File: src/rtl/keypad_pkg.sv
// Shared key codes, operator and display encodings
// for the calculator keypad entry controller.
package keypad_pkg;

  localparam logic [3:0] KEY_0   = 4'h0;
  localparam logic [3:0] KEY_1   = 4'h1;
  localparam logic [3:0] KEY_2   = 4'h2;
  localparam logic [3:0] KEY_3   = 4'h3;
  localparam logic [3:0] KEY_4   = 4'h4;
  localparam logic [3:0] KEY_5   = 4'h5;
  localparam logic [3:0] KEY_6   = 4'h6;
  localparam logic [3:0] KEY_7   = 4'h7;
  localparam logic [3:0] KEY_8   = 4'h8;
  localparam logic [3:0] KEY_9   = 4'h9;
  localparam logic [3:0] KEY_ADD = 4'hA;
  localparam logic [3:0] KEY_SUB = 4'hB;
  localparam logic [3:0] KEY_MUL = 4'hC;
  localparam logic [3:0] KEY_DIV = 4'hD;
  localparam logic [3:0] KEY_EQ  = 4'hE;
  localparam logic [3:0] KEY_CLR = 4'hF;

  typedef enum logic [1:0] {
    OP_ADD = 2'b00,
    OP_SUB = 2'b01,
    OP_MUL = 2'b10,
    OP_DIV = 2'b11
  } op_e;

  typedef enum logic [1:0] {
    ENTER_A,
    ENTER_B,
    WAIT_CALC,
    SHOW_RESULT
  } state_e;

  typedef enum logic [1:0] {
    DISP_A   = 2'b00,
    DISP_B   = 2'b01,
    DISP_RES = 2'b10
  } disp_e;

  function automatic logic is_digit(logic [3:0] k);
    return k <= KEY_9;
  endfunction

  function automatic logic is_opkey(logic [3:0] k);
    return (k >= KEY_ADD) && (k <= KEY_DIV);
  endfunction

  function automatic op_e key_to_op(logic [3:0] k);
    return op_e'(2'(k - KEY_ADD));
  endfunction

endpackage

File: src/rtl/keypad_entry_ctrl_debounce.sv
// Synchronizes and debounces the raw keypad code/press
// flag into a single one-cycle event per key press.
module key_debounce #(
  parameter int DEBOUNCE_CYCLES = 2_000_000
) (
  input  logic       clk,
  input  logic       rst_n,
  input  logic [3:0] i_key_code,
  input  logic       i_key_valid,
  output logic       o_key_evt,
  output logic [3:0] o_key_code
);

  localparam int CW = $clog2(DEBOUNCE_CYCLES) + 1;
  localparam logic [CW-1:0] TOP = CW'(DEBOUNCE_CYCLES - 1);

  logic [4:0]    r_s1;
  logic [4:0]    r_s2;
  logic [CW-1:0] r_cnt;
  logic          r_armed;
  logic          w_valid;
  logic          w_stable;
  logic          w_evt;

  assign w_valid    = r_s2[4];
  assign w_stable   = (r_cnt == TOP);
  assign w_evt      = w_valid & r_armed & w_stable;
  assign o_key_evt  = w_evt;
  assign o_key_code = r_s2[3:0];

  // two-flop synchronizer on {valid, code}
  always_ff @(posedge clk or negedge rst_n) begin
    if (!rst_n) begin
      r_s1 <= '0;
      r_s2 <= '0;
    end else begin
      r_s1 <= {i_key_valid, i_key_code};
      r_s2 <= r_s1;
    end
  end

  // stability counter, restarts on any change, saturates
  always_ff @(posedge clk or negedge rst_n) begin
    if (!rst_n) begin
      r_cnt <= '0;
    end else if (r_s1 != r_s2) begin
      r_cnt <= '0;
    end else if (!w_stable) begin
      r_cnt <= r_cnt + 1'b1;
    end
  end

  // one event per press; re-arm after a stable release
  always_ff @(posedge clk or negedge rst_n) begin
    if (!rst_n) begin
      r_armed <= 1'b1;
    end else if (w_evt) begin
      r_armed <= 1'b0;
    end else if (!w_valid && w_stable) begin
      r_armed <= 1'b1;
    end
  end

endmodule

File: src/rtl/keypad_entry_ctrl.sv
// Keypad entry sequencer: operand/operator assembly and
// start/done handshake with the arithmetic unit.
module keypad_entry_ctrl
  import keypad_pkg::*;
#(
  parameter int DEBOUNCE_CYCLES = 2_000_000,
  parameter int DIGITS          = 4
) (
  input  logic                clk,
  input  logic                rst_n,
  input  logic [3:0]          key_code,
  input  logic                key_valid,
  input  logic [4*DIGITS-1:0] result,
  input  logic                calc_done,
  output logic [4*DIGITS-1:0] operand_a,
  output logic [4*DIGITS-1:0] operand_b,
  output logic [1:0]          op,
  output logic                calc_start,
  output logic [1:0]          display_sel
);

  localparam int W  = 4 * DIGITS;
  localparam int NW = $clog2(DIGITS + 1);
  localparam logic [NW-1:0] FULL = NW'(DIGITS);

  logic         w_evt;
  logic [3:0]   w_code;
  logic         w_dig;
  logic         w_opk;
  logic         w_eq;
  logic         w_clr;

  state_e       r_state;
  logic [W-1:0] r_a;
  logic [W-1:0] r_b;
  logic [W-1:0] r_res;
  logic [NW-1:0] r_na;
  logic [NW-1:0] r_nb;
  op_e          r_op;
  logic         r_start;
  disp_e        r_disp;

  key_debounce #(
    .DEBOUNCE_CYCLES(DEBOUNCE_CYCLES)
  ) u_db (
    .clk        (clk),
    .rst_n      (rst_n),
    .i_key_code (key_code),
    .i_key_valid(key_valid),
    .o_key_evt  (w_evt),
    .o_key_code (w_code)
  );

  assign w_dig = is_digit(w_code);
  assign w_opk = is_opkey(w_code);
  assign w_eq  = (w_code == KEY_EQ);
  assign w_clr = (w_code == KEY_CLR);

  assign operand_a   = r_a;
  assign operand_b   = r_b;
  assign op          = r_op;
  assign calc_start  = r_start;
  assign display_sel = r_disp;

  // entry FSM with operands, counts and result latch
  always_ff @(posedge clk or negedge rst_n) begin
    if (!rst_n) begin
      r_state <= ENTER_A;
      r_a     <= '0;
      r_b     <= '0;
      r_res   <= '0;
      r_na    <= '0;
      r_nb    <= '0;
      r_op    <= OP_ADD;
      r_start <= 1'b0;
      r_disp  <= DISP_A;
    end else begin
      r_start <= 1'b0;
      unique case (r_state)
        ENTER_A: begin
          if (w_evt) begin
            unique case (1'b1)
              w_dig: begin
                if (r_na < FULL) begin
                  r_a  <= {r_a[W-5:0], w_code};
                  r_na <= r_na + 1'b1;
                end
              end
              w_opk: begin
                r_op    <= key_to_op(w_code);
                r_b     <= '0;
                r_nb    <= '0;
                r_state <= ENTER_B;
                r_disp  <= DISP_B;
              end
              w_clr: begin
                r_a     <= '0;
                r_b     <= '0;
                r_na    <= '0;
                r_nb    <= '0;
                r_op    <= OP_ADD;
                r_state <= ENTER_A;
                r_disp  <= DISP_A;
              end
              default: ;
            endcase
          end
        end
        ENTER_B: begin
          if (w_evt) begin
            unique case (1'b1)
              w_dig: begin
                if (r_nb < FULL) begin
                  r_b  <= {r_b[W-5:0], w_code};
                  r_nb <= r_nb + 1'b1;
                end
              end
              w_opk: r_op <= key_to_op(w_code);
              w_eq: begin
                if (r_nb != '0) begin
                  r_start <= 1'b1;
                  r_state <= WAIT_CALC;
                  r_disp  <= DISP_RES;
                end
              end
              w_clr: begin
                r_a     <= '0;
                r_b     <= '0;
                r_na    <= '0;
                r_nb    <= '0;
                r_op    <= OP_ADD;
                r_state <= ENTER_A;
                r_disp  <= DISP_A;
              end
              default: ;
            endcase
          end
        end
        WAIT_CALC: begin
          if (calc_done) begin
            r_res   <= result;
            r_state <= SHOW_RESULT;
          end
        end
        SHOW_RESULT: begin
          if (w_evt) begin
            unique case (1'b1)
              w_dig: begin
                r_a     <= {{(W-4){1'b0}}, w_code};
                r_b     <= '0;
                r_na    <= NW'(1);
                r_nb    <= '0;
                r_state <= ENTER_A;
                r_disp  <= DISP_A;
              end
              w_opk: begin
                r_a     <= r_res;
                r_na    <= FULL;
                r_op    <= key_to_op(w_code);
                r_b     <= '0;
                r_nb    <= '0;
                r_state <= ENTER_B;
                r_disp  <= DISP_B;
              end
              w_clr: begin
                r_a     <= '0;
                r_b     <= '0;
                r_na    <= '0;
                r_nb    <= '0;
                r_op    <= OP_ADD;
                r_state <= ENTER_A;
                r_disp  <= DISP_A;
              end
              default: ;
            endcase
          end
        end
        default: r_state <= ENTER_A;
      endcase
    end
  end

endmodule

File: config.mk
export PLATFORM = sky130hd
export DESIGN_NAME = keypad_entry_ctrl
export DESIGN_NICKNAME = d
export VERILOG_FILES = /design/src/rtl/keypad_pkg.sv /design/src/rtl/keypad_entry_ctrl_debounce.sv /design/src/rtl/keypad_entry_ctrl.sv
export SDC_FILE = /design/constraint.sdc
export NUM_CORES = 1
export LEC_CHECK = 0
export ABC_AREA = 1
export CAP_MARGIN = 20
export CORE_MARGIN = 2
export CORE_UTILIZATION = 57
export CTS_BUF_LIST = sky130_fd_sc_hd__clkbuf_4
export CTS_CLUSTER_DIAMETER = 40
export DETAILED_ROUTE_END_ITERATION = 10
export GPL_ROUTABILITY_DRIVEN = 0
export GPL_TIMING_DRIVEN = 0
export HOLD_SLACK_MARGIN = 0.15
export MAX_ROUTING_LAYER = met4
export PLACE_DENSITY = 0.92
export SYNTH_ARGS = -nofsm -noshare
export SYNTH_HDL_FRONTEND = slang
export SYNTH_SLANG_ARGS = --single-unit
export TNS_END_PERCENT = 30
File: constraint.sdc
create_clock -name clk -period 2.15 [get_ports clk]
set_clock_uncertainty 0.1 [all_clocks]
set_input_delay 0.215 -clock clk [delete_from_list [all_inputs] [get_ports clk]]
set_output_delay 0.215 -clock clk [all_outputs]
set_load 0.05 [all_outputs]
* Word level (Yosys, flattened, before mapping)
Index checks and enable logic that the tools add are counted.
** Cells by class
- $lt $le $gt $ge :: 5
- Mux-type cells :: 51
- $add $sub $neg :: 4
- Bitwise gates (word level) :: 2
- Equality and inequality tests :: 24
- Reductions and logical operators :: 18
** Operators by type and width (number)
- $mux W16 :: 11
- $pmux W16 S3 :: 3
- $pmux W16 S2 :: 2
- $mux W22 :: 2
- $mux W3 :: 11
- $reduce_and A8 Y1 :: 4
- $pmux W3 S3 :: 3
- $ne A3 B3 Y1 const B :: 8
- $add A22 B1 Y22 const B :: 1
- $eq A22 B21 Y1 const B :: 1
- $pmux W2 S2 :: 4
- $pmux W3 S2 :: 2
- $mux W2 :: 5
- $ne A2 B2 Y1 const B :: 5
- $eq A4 B4 Y1 const B :: 2
- $le A4 B4 Y1 const B :: 2
- $pmux W2 S4 :: 1
- $add A3 B1 Y3 const B :: 2
- $lt A3 B3 Y1 const B :: 2
- $mux W1 :: 6
- $ne A2 B1 Y1 const B :: 3
- $pmux W2 S3 :: 1
- $reduce_bool A3 Y1 :: 2
- $reduce_or A3 Y1 :: 2
- other kinds (14) :: 19
** Word-level totals
- Word-level logic and storage cells :: 117
- Bits in registers :: 94
- Output and inout bits :: 37
- Bits of input ports :: 24

* Longest topological paths before layout
- Depth after elaboration :: 6
- Depth in mapped cells :: 12

* Cells and area by module
Synthesis repeated with hierarchy kept, for this count alone.
** Second synthesis, totals
- Cells, all modules :: 646
- Area total of the unflattened synthesis :: 5054.8 µm²
** By module, submodules not included
- keypad_entry_ctrl :: times used 1, cells each 397, area an instance 3194.3 µm², seq. area each 1526.5 µm²
- key_debounce :: times used 1, cells each 249, area an instance 1860.5 µm², seq. area each 827.0 µm²

* Worst setup path after synthesis
No wires, ideal clock.
- Path kind :: reg-to-reg
- Start point :: reg u_db.r_cnt[0]
- End point :: reg r_b[10], in the netlist operand_b[10]
- Path slack :: 304 ps
- Library setup time :: 120 ps
- Path buffers :: 1
- Data arrival time :: 1626 ps
- Cell stages (with the launch flop) :: 12
- Cells stage by stage :: dfrtp_1 -> ha_1 -> nand2_1 -> nor2_4 -> nand3_1 -> nor2_1 -> nand4_2 -> nor2_8 -> inv_2 -> buf_6 -> nand2_1 -> nand2_1
** Between the ends
- Cells in the longest elaborated chain, start to end :: 4
- Elaborated cells on any way between the ends :: 6
- Classes of those cells :: eq/ne (4); bitwise (1); reduce/logical (1)
** Ends and longest elaborated chain
- start: declaration :: line keypad_entry_ctrl_debounce.sv:19 : logic [CW-1:0] r_cnt;
- start signal: assignment :: line keypad_entry_ctrl_debounce.sv:49 : r_cnt <= r_cnt + 1'b1;
- $eq A22 B21 Y1 (*) :: line keypad_entry_ctrl_debounce.sv:26 : assign w_stable = (r_cnt == TOP);
- $and A1 B1 Y1 (*) :: line keypad_entry_ctrl_debounce.sv:27 : assign w_evt = w_valid & r_armed & w_stable;
- $ne A2 B1 Y1 (no source line)
- $reduce_and A8 Y1 (no source line) (*)
- end signal: assignment :: line keypad_entry_ctrl.sv:114 : r_b <= {r_b[W-5:0], w_code};
- end: declaration :: line keypad_entry_ctrl.sv:35 : logic [W-1:0] r_b;
Every way passes the cells marked *; elsewhere a longest branch is shown, timed or not.
A chain may end at the register's enable or synchronous reset.

* Final worst setup path
- Start point :: reg u_db.r_cnt[1]
- End point :: reg r_b[6], in the netlist operand_b[6]
Same word-level chain as after synthesis.

==> results.md <==
Finish:
- The total number of nets in the final design is 695.
- The share of cells above drive strength 1 is 12.35%.
- Leaving out fill and tap cells, the most frequent cells in the layout are 152 x sky130_fd_sc_hd__nand2_1, 92 x sky130_fd_sc_hd__dfrtp_1, 83 x sky130_fd_sc_hd__inv_1, 61 x sky130_fd_sc_hd__nand3_1, 59 x sky130_fd_sc_hd__clkdlybuf4s50_1.
- The count of inserted antenna diode cells is 0.
- Once layout is done, the placed cells without fillers occupy 5863 um2.
- The count of fill cells added during filler insertion is 547.
- The commonest non-fill, non-tap cell in the layout is sky130_fd_sc_hd__nand2_1.
- The signed area change from the synthesized netlist to the final layout is 24.23%.
- Once layout is complete, the utilization of the core stands at 72.08%.

STA:
- The highest clock rate is 480.9 MHz.
- The tightest hold path in the finished design has a slack of 0.1748 ns.
- The count of final hold-check violations came to 0.
- The worst pin sits at a relative slew slack of 61.16%.
- The final setup violation count is 0.
- The smallest clock period supported by the final layout is computed as 2.079 ns.
- The number of slew-limit violations in the final report is 0.
- The share of the cycle needed by the critical path after routing is 96.71%.
- For the pin with the worst max-slew slack, the measured transition is 0.5825 ns.

Synth:
- In the synthesized netlist the async set-or-reset flop fraction comes to 100.0%.
- Counting every net in the synthesized netlist gives 607.
- Yosys mapped a number of flops with a built-in enable equal to 0.
- The main flop type after synthesis is sky130_fd_sc_hd__dfrtp_1.
- Counting distinct cell types in the post-synthesis netlist gives 36.
- The mean instance size in the synthesized netlist is 8.151 um2.
- The number of cells produced by synthesis is 579.
- For this run, the number of Yosys warnings is 0.
- The post-synthesis sequential element count is 94.
- The area of the mapped netlist is 4720 um2.
- Summing the sequential cell areas from Yosys gives 49.87% of the chip area.

Global routing:
- Global routing consumed, over all layers together, 27.67% of the routing resources.
- The number of antenna violations at the first check in global routing was 0.
- The number of global-route vias before repair is 4179.
- The total grt overflow is 0.
- Entering global routing, the biggest net connects 68 pins.
- The wire length of the first global-routing pass is 18940 um.

Routing:
- The highest metal layer used by the detailed router is met4.
- In the routed design, unresolved DRC markers number 0.
- After detailed routing, the total wire length is 11800 um.
- The routed length on met1 is 4569 um.
- Detailed routing inserted a total of 4360 vias.
- The average detailed-routed wire length per instance is 15.18 um.
- The via count normalized by instance count is 5.611.
- Summed over all nets, wire length on met2 after detailed routing comes to 5820 um.
- The met3 routed wirelength is 822 um.
- Once detail routing completed, the nets flagged for antenna violations numbered 0.
- The detailed-router iteration count before antenna repair is 5.
- The initial DRC count is 366.

Clock network:
- Clock-pin slew was measured on the worst setup and hold paths at 0.14 ns.
- The CTS tree is done.
- The clock sink total is 94.
- The root cell of the clock tree is sky130_fd_sc_hd__clkbuf_4.
- CTS built an H-tree with a depth of 3.
- The clock latency on the worst-skew pair is 0.46 ns.
- Clock tree synthesis inserted a total of 9 buffers.
- Counting along the longest clock path gives a buffer depth of 2.

Die:
- The y dimension of the die is 95.00 um.
- The number of placement rows is 33.
- The starting utilization of the core area is 58.02%.
- The number of ports placed on the die boundary is 61.
- The die covers 9024 um2.
- The placeable core area is 8134 um2.
- The floorplan step set the die width to 95.00 um.

Power:
- The net load switching power is 1.276 mW.
- Of the total power, registers draw 51.3%.
- Cell internal power was estimated by the tool at 2.766 mW.
- The maximum vdd ir drop is 0.3299 mV.
- Combinational logic burns 22.4% of the power.
- The clock network is responsible for 26.3% of the overall power.
- The switching part of the total power is 31.57%.
- After layout, the design draws a total of 4.042 mW.
- In this run the static leakage power is 2.829 nW.
- The total power density per cell area is 689.4 nW/um2.

Setup path:
- The required time at the worst-slack endpoint is 2.41 ns.
- Measured in cells, the most critical reg-to-reg path has a length of 11.
- The worst setup path category is flip-flop to flip-flop.
- For flop-to-flop paths, the worst setup slack is 0.07 ns.
- The kind of start point of the critical path is a flip-flop.
- STA classifies the critical path endpoint as a flip-flop.
- The worst flop-to-flop path startpoint is u_db.r_cnt[1].
- The data arrival at the endpoint of the critical path is 2.34 ns.
- The biggest fanout along the worst timing path is 10.
- The worst register-to-register path ends at operand_b[6].

Job:
- The reported max-cap violation count is 0.

Place:
- The count of buffers added on input and output ports is 60.
- The placed instance area is 5477 um2.
- The post-detailed-placement half-perimeter wirelength is 7942 um.

Status:
- The run finished with clean final reports.

Min path:
- The class of the worst hold path is input pin to asynchronous set/reset pin.
routing by layer:
metal  GRT usage, %  vias up
met3          5.427       74
met2          43.03      227
li1               -     2010
met4          16.18        0
met5              -        -
met1          33.65     2049
synthesized netlist by cell type, types with 2 or more instances:
cell	instances	share of area [%]
sky130_fd_sc_hd__nand2_2	5	0.66
sky130_fd_sc_hd__nor2_1	47	3.7
sky130_fd_sc_hd__xor2_1	12	2.2
sky130_fd_sc_hd__nand4_1	9	1.2
sky130_fd_sc_hd__a211oi_1	2	0.32
sky130_fd_sc_hd__a21oi_1	14	1.5
sky130_fd_sc_hd__nor2_2	2	0.27
sky130_fd_sc_hd__ha_1	4	1.1
sky130_fd_sc_hd__nor3_1	9	0.95
sky130_fd_sc_hd__o21ai_0	26	2.8
sky130_fd_sc_hd__inv_1	83	6.6
sky130_fd_sc_hd__clkbuf_1	2	0.16
sky130_fd_sc_hd__nand2_1	152	12
sky130_fd_sc_hd__mux2_2	16	3.8
sky130_fd_sc_hd__nand3_1	63	6.7
sky130_fd_sc_hd__buf_6	3	0.72
sky130_fd_sc_hd__o21ai_1	5	0.53
sky130_fd_sc_hd__buf_2	4	0.42
sky130_fd_sc_hd__xnor2_1	3	0.56
sky130_fd_sc_hd__inv_2	8	0.64
sky130_fd_sc_hd__buf_4	3	0.48
sky130_fd_sc_hd__dfrtp_1	93	49
metrics by stage:
step / cells / TNS [ns] / setup slack [ns]
after floorplan: 579 / 0 / 0.3037
after global placement: 744 / -233.12 / -2.480
after detailed placement: 745 / -1.816 / -0.1422
after CTS: 771 / 0 / 0.006993
after global routing: 777 / -0.8326 / -0.07280
final: 777 / 0 / 0.07077
power by group through the flow:
stage          logic (mW)  registers, mW  clock network [mW]
2_1_floorplan       0.605           2.06                   0
3_3_place_gp        0.806           2.08                   0
3_5_place_dp        0.851           2.10                   0
4_1_cts             0.873           2.06                1.06
5_1_grt             0.988           2.10                1.15
6_report            0.907           2.07                1.06
cells by family (layout without fill, tap and decap cells):
family,count (synthesis),count (layout),synth area share (%)
buf+inv,103,196,9.014
fa+ha+maj,4,4,1.060
flops,94,94,49.87
compound gates,52,52,6.045
mux,16,16,3.818
simple gates,295,295,27.41
xor+xnor,15,15,2.784
registers in the layout (all words and copies together) (netlist names), named ones only:
| register | count |
|---|---|
| u_db.r_cnt | 22 |
| r_res | 16 |
| display_sel | 2 |
| operand_b | 16 |
| r_na | 3 |
| operand_a | 16 |
| u_db.r_armed | 1 |
| u_db.r_s1 | 5 |
| u_db.r_s2 | 5 |
| calc_start | 1 |
| op | 2 |
| r_state | 1 |
| r_nb | 3 |
worst max-delay path by stage:
stage | start | end | slack, ns | cells after the start
global route | flip-flop | r_res[11] | -0.07 | 5
CTS | u_db.r_cnt[0] | operand_b[6] | 0.007 | 11
floorplan | u_db.r_cnt[0] | operand_b[10] | 0.30 | 11
finish | u_db.r_cnt[1] | operand_b[6] | 0.07 | 11
global placement | rst_n | operand_a[14] | -2.48 | 1
detailed placement | u_db.r_cnt[0] | operand_a[3] | -0.14 | 9
timing repair:
item | 4_1_cts | 5_1_grt
hold buffers | 7 | 0
setup buffers | 3 | 5
setup endpoints to repair | 31 | 43
endpoints found under the hold margin | 99 | 0
pin swaps | 2 | 6
resized for setup | 4 | 13
layout make-up:
type / count / area, um2 / share of cell area (%)
Buffer: 12 / 88.84 / 1.515
Clock buffer: 9 / 67.56 / 1.152
Clock inverter: 7 / 88.84 / 1.515
Inverter: 91 / 341.6 / 5.826
Multi-Input combinational cell: 382 / 2009 / 34.27
Sequential cell: 94 / 2355 / 40.16
Tap cell: 105 / 131.4 / 2.241
Timing Repair Buffer: 77 / 780.7 / 13.32
worst max-delay path, cell delays in order (launching register included):
cell and delay (ns):
sky130_fd_sc_hd__dfrtp_1 0.45, sky130_fd_sc_hd__ha_4 0.18, sky130_fd_sc_hd__nand2_1 0.10, sky130_fd_sc_hd__nor2_4 0.21, sky130_fd_sc_hd__nand3_2 0.12, sky130_fd_sc_hd__nor2_4 0.18
sky130_fd_sc_hd__nand4_4 0.14, sky130_fd_sc_hd__nor2_8 0.18, sky130_fd_sc_hd__inv_2 0.08, sky130_fd_sc_hd__buf_6 0.14, sky130_fd_sc_hd__nand2_1 0.06, sky130_fd_sc_hd__nand2_1 0.05
(Power assumes the default switching activity.)
